[src/rtl/ifu_fetch.sv]
// ----------------------------------------------------------------------------
// ifu_fetch -- instruction fetch unit feeding the decode stage.
//
// Holds the architectural PC. Issues one word fetch at a time over a
// valid/ready request channel and waits on the response channel. Each fetched
// word goes to decode through a valid/ready handshake together with its PC.
// At the handoff the next PC is taken from decode's redirect (jump/jump_addr)
// or is pc + PC_STEP. When decode signals halt (ebreak), fetching stops until
// reset.
//
// Ports:
//   clk, rst          core clock; synchronous active-high reset
//   imem_req_valid    fetch request valid (REQ state only)
//   imem_req_ready    memory accepts the request this cycle
//   imem_req_addr     fetch address, always equal to pc
//   imem_rsp_valid    fetch data valid (honoured only while waiting)
//   imem_rsp_data     fetched instruction word
//   inst_valid        inst / inst_pc hold a word for decode (registered)
//   inst_ready        decode consumes the word this cycle
//   inst, inst_pc     instruction word and its PC
//   jump, jump_addr   redirect from decode, sampled only at the handoff
//   halt              stop request from decode, sampled only at the handoff
//   halted            fetch permanently stopped
//   fetch_err         sticky misaligned-redirect error
//   inst_count        number of words handed to decode (wraps)
//
// Build option:
//   IFU_MISALIGN_CHECK_EN -- if defined, a redirect to a target that is not
//   word aligned stops fetch in an error state and raises fetch_err. If not
//   defined, fetch_err is tied low and the target's low two bits are dropped.
// ----------------------------------------------------------------------------
module ifu_fetch #(
  parameter logic [31:0] RESET_PC = 32'h8000_0000,
  parameter logic [31:0] PC_STEP  = 32'd4
) (
  input  logic        clk,
  input  logic        rst,
  output logic        imem_req_valid,
  input  logic        imem_req_ready,
  output logic [31:0] imem_req_addr,
  input  logic        imem_rsp_valid,
  input  logic [31:0] imem_rsp_data,
  output logic        inst_valid,
  input  logic        inst_ready,
  output logic [31:0] inst,
  output logic [31:0] inst_pc,
  input  logic        jump,
  input  logic [31:0] jump_addr,
  input  logic        halt,
  output logic        halted,
  output logic        fetch_err,
  output logic [31:0] inst_count
);

  localparam logic [2:0] S_REQ  = 3'd0;
  localparam logic [2:0] S_WAIT = 3'd1;
  localparam logic [2:0] S_HOLD = 3'd2;
  localparam logic [2:0] S_HALT = 3'd3;
`ifdef IFU_MISALIGN_CHECK_EN
  localparam logic [2:0] S_ERR  = 3'd4;
`endif

  logic [2:0]  state;
  logic [31:0] pc;
  logic        handoff;

  // Force a redirect target onto a word boundary.
  function automatic logic [31:0] align_word(input logic [31:0] addr);
    return {addr[31:2], 2'b00};
  endfunction

  // Sequential or redirected successor PC; arithmetic wraps modulo 2^32.
  function automatic logic [31:0] next_pc(input logic [31:0] cur,
                                          input logic        redirect,
                                          input logic [31:0] target);
    return redirect ? align_word(target) : cur + PC_STEP;
  endfunction

`ifdef IFU_MISALIGN_CHECK_EN
  function automatic logic misaligned(input logic [31:0] addr);
    return addr[1:0] != 2'b00;
  endfunction
`endif

  assign handoff = inst_valid & inst_ready;

  // The request is gated by rst so nothing is offered during a reset cycle,
  // even when the state register still holds REQ from before the reset.
  assign imem_req_valid = (state == S_REQ) & ~rst;
  assign imem_req_addr  = pc;

`ifdef IFU_MISALIGN_CHECK_EN
  assign halted    = (state == S_HALT) | (state == S_ERR);
  assign fetch_err = (state == S_ERR);
`else
  assign halted    = (state == S_HALT);
  assign fetch_err = 1'b0;
`endif

  always_ff @(posedge clk) begin
    if (rst) begin
      state      <= S_REQ;
      pc         <= RESET_PC;
      inst       <= '0;
      inst_pc    <= '0;
      inst_valid <= 1'b0;
      inst_count <= '0;
    end else begin
      case (state)
        // request stage: hold address until memory accepts it
        S_REQ: begin
          if (imem_req_ready) begin
            state <= S_WAIT;
          end
        end
        // response stage: capture the word; inst_valid is registered here
        S_WAIT: begin
          if (imem_rsp_valid) begin
            inst       <= imem_rsp_data;
            inst_pc    <= pc;
            inst_valid <= 1'b1;
            state      <= S_HOLD;
          end
        end
        // decode handoff stage: halt has priority over any redirect
        S_HOLD: begin
          if (handoff) begin
            inst_valid <= 1'b0;
            inst_count <= inst_count + 32'd1;
            if (halt) begin
              state <= S_HALT;
`ifdef IFU_MISALIGN_CHECK_EN
            end else if (jump && misaligned(jump_addr)) begin
              // Raw target kept in pc so the faulting address is visible.
              pc    <= jump_addr;
              state <= S_ERR;
`endif
            end else begin
              pc    <= next_pc(pc, jump, jump_addr);
              state <= S_REQ;
            end
          end
        end
        // HALT and ERR are terminal until reset
        default: begin
          state <= state;
        end
      endcase
    end
  end

endmodule

[config.mk]
export PLATFORM = sky130hd
export DESIGN_NAME = ifu_fetch
export DESIGN_NICKNAME = d
export VERILOG_FILES = /design/src/rtl/ifu_fetch.sv
export SDC_FILE = /design/constraint.sdc
export NUM_CORES = 1
export LEC_CHECK = 0
export CAP_MARGIN = 20
export CELL_PAD_IN_SITES_DETAIL_PLACEMENT = 0
export CELL_PAD_IN_SITES_GLOBAL_PLACEMENT = 1
export CORE_MARGIN = 8
export CORE_UTILIZATION = 48
export DETAILED_ROUTE_END_ITERATION = 10
export DONT_BUFFER_PORTS = 1
export PLACE_DENSITY_LB_ADDON = 0.1
export SETUP_SLACK_MARGIN = 0.3
export SLEW_MARGIN = 5
export SYNTH_ARGS = -nofsm -noshare
export SYNTH_HDL_FRONTEND = slang
export SYNTH_SLANG_ARGS = --single-unit
export TNS_END_PERCENT = 100
[constraint.sdc]
create_clock -name clk -period 4.1 [get_ports clk]
set_clock_uncertainty 0.05 [all_clocks]
set_input_delay 0.82 -clock clk [delete_from_list [all_inputs] [get_ports clk]]
set_output_delay 0.82 -clock clk [all_outputs]
set_load 0.01 [all_outputs]
==> out/metrics.yaml <==
logic_synthesis:
  ys_seq_elements: 127
  synthTopCellsByArea: "dfxtp_1, nand2_1, a21oi_1"
  yosysTopAreaCell: "dfxtp_1"
  synth_warnings: 0
  ys_seq_area_share_pct: 44.8
  yosysTopAreaCellShare_pct: 44.8
  synth-edff-count: 0
  avgSynthCellArea_sq_um: 7.90
  yosys-top-cells-count: "nand2_1, dfxtp_1, a21oi_1"
  netlist_instances: 719
  synth.distinct_cells: 50
  synth_top_flop_cell: "dfxtp_1"
  synth.most_common_cell: "nand2_1"
  async_reset_ff_share_pct: 0
  synth_area_sq_mm: 0.00568
sta:
  drv_slew: 0
  rsz0062_at_grt: "false"
  finalCritPeriodShare_pct: 71.3
  finalSetupViolations: 0
  fmax_ghz: 0.342
  hold_viol: 0
  slew_headroom_pct: 27.4
  tightest_slew_ps: 1080
  whs_ps: 425
  fin_crit_ps: 2920
  tns_ps: 0
power:
  p_seq_share_pct: 42.9
  leakagePower_nw: 2.15
  clkPwrFrac_pct: 50.8
  power.density_mw_per_mm2: 489
  power_switching_share_pct: 23.0
  p_int_mw: 2.38
  ir_worst_vdd_uv: 392
  pwr-share-comb_pct: 6.3
  power_switching_mw: 0.712
clock_network:
  cts_root_buffer: "clkbuf_16"
  cts_tree: "yes"
  cts_hold_buffers: 0
  cts_resized: 0
  cts_buffers: 17
  cts_buffer_depth: 2
  cts_sinks: 127
  htree_levels: 4
  post_cts_buffers: 0
  worstSkewPairLatency_ps: 410
  clkTransAtPathRegs_ps: 50
final_layout:
  area_delta_synth_final_pct: 11.5
  antennaDiodeCount: 0
  multi_input_area_sq_mm: 0.00289
  fillCellCount: 1091
  seq_area_sq_mm: 0.00254
  nets: 769
  final_layout_size_suffix_gt1_share_pct: 6.40
  postLayoutCoreUtil_pct: 55.2
setup_path:
  path_max_fanout: 9
  crit_path_max_incr_delay_ps: 970
  worst_path_max_delay_cell: "nor4_1"
  arrival_ps: 3200
  cp-end-kind: "register"
  crit_chain: "ha_1 -> nand3_1 -> nor4_1 -> buf_4 -> nand3_1 -> mux2i_1 -> a211oi_1"
  crit_buf_inv: 1
  path_class: "register to register"
  crit_required_ps: 4380
  cpMostUsedCell: "nand3_1"
  cp-start-kind: "register"
  reg2reg_slack_ps: 1180
  path_delay_family: "simple AND/OR/NAND/NOR gates"
die:
  io_pins: 203
  rows: 39
  die_x_microns: 125
  die_h_microns: 125
  start_util_pct: 49.5
  core-area_sq_mm: 0.0115
  floorplan.die_area_sq_mm: 0.0156
global_routing:
  grt_max_degree: 130
  grt_pass1_wl_microns: 26600
  grt_pass1_vias: 4827
  overflow: 0
  grt_use_total_pct: 20.9
  antenna_found_initial: 0
detailed_routing:
  vias: 5054
  drcViolationCount: 0
  viasPerCell: 5.97
  drt_first_iter_violations: 407
  drt-pass1-iter-count: 5
  ant_nets: 0
  wirelength_microns: 16400
  wl_per_cell_microns: 19.4
placement:
  hpwl_microns: 11400
  port_buffers: 0
  gp_congestion: 0.801
hold_path:
  hold_path_class: "input port to register"
run_status:
  status: "complete, no violations"
flow_run:
  max_cap_violations: 0
-- stage by stage --
step	cells	worst slack, ps	instance area (sq um)	total power [mW]
finish	846	1180	6330	3.10
global route	846	948	6330	3.21
CTS	845	1190	6310	3.12
detailed placement	814	1220	5690	1.55
global placement	813	1230	5670	1.53
floorplan	723	1920	5690	1.52
-- cell families (layout without fill, tap and decap cells) --
logic type | count (synthesis) | in the layout | synth area share [%]
buffers and inverters | 63 | 43 | 4.69
adders and majority gates | 7 | 7 | 1.54
xor gates and xnor gates | 26 | 26 | 4.01
and+or+nand+nor | 339 | 339 | 28.6
other | 1 | 5 | 0.0660
DFF | 127 | 127 | 44.8
muxes | 6 | 6 | 1.06
AOI/OAI and AO/OA | 150 | 150 | 15.3
-- registers in the layout (all words and copies together), names as in the netlist --
| signal | flops |
|---|---|
| inst_valid | 1 |
| imem_req_addr | 30 |
| inst_pc | 30 |
| inst | 32 |
| inst_count | 32 |
| state | 2 |
-- final timing paths --
check / from / endpoint / depth (start not counted)
max: imem_req_addr[2]$_SDFFE_PP0P_ / imem_req_addr[28]$_SDFFE_PP0P_ / 7
max reg2reg: imem_req_addr[2]$_SDFFE_PP0P_ / imem_req_addr[28]$_SDFFE_PP0P_ / 7
min: rst / inst[5]$_SDFFE_PP0P_ / 1
min reg2reg: inst[12]$_SDFFE_PP0P_ / inst[12]$_SDFFE_PP0P_ / 2
-- power groups by stage --
stage	sequential [mW]	clock [mW]	combinational, mW
2_1_floorplan	1.34	0	0.173
3_5_place_dp	1.36	0	0.189
6_report	1.33	1.57	0.194
5_1_grt	1.33	1.65	0.222
3_3_place_gp	1.36	0	0.172
4_1_cts	1.33	1.60	0.190
-- area by class of cell --
cell class              instances  area share [%]
clock buffers                  20            7.22
clock inverters                11            2.59
inverters                       5           0.297
multi-input cells             533            45.7
flip-flops and latches        127            40.2
well taps                     143            2.83
repair buffers                  7            1.23
-- cells in the final DEF (no fill, tap or decap), types with 7 or more instances in the layout --
master	synthesis	routed
a211oi_1	8	8
a21oi_1	90	90
and3_1	12	12
and4_1	10	10
clkbuf_16	0	17
dfxtp_1	127	127
ha_1	7	7
nand2_1	151	150
nand3_1	30	30
nand4_1	29	29
nor2_1	58	58
nor3_1	9	9
nor4_1	8	8
o21ai_0	18	18
or3_1	7	7
xor2_1	23	23
-- worst reg2reg max path, stage by stage, from the launching register on --
cell and delay, ps:
dfxtp_1 580, ha_1 280, nand3_1 180, nor4_1 970, buf_4 300, nand3_1 100, mux2i_1 150, a211oi_1 240
-- layer usage --
layer	up-vias	track usage, %	part of all wire (%)
met4	0	8.72	2.3
met5	-	0	0
li1	2455	-	-
met1	2376	24.5	41
met3	27	10.2	11
met2	196	31.9	46
Power figures use the tool's default switching activity.
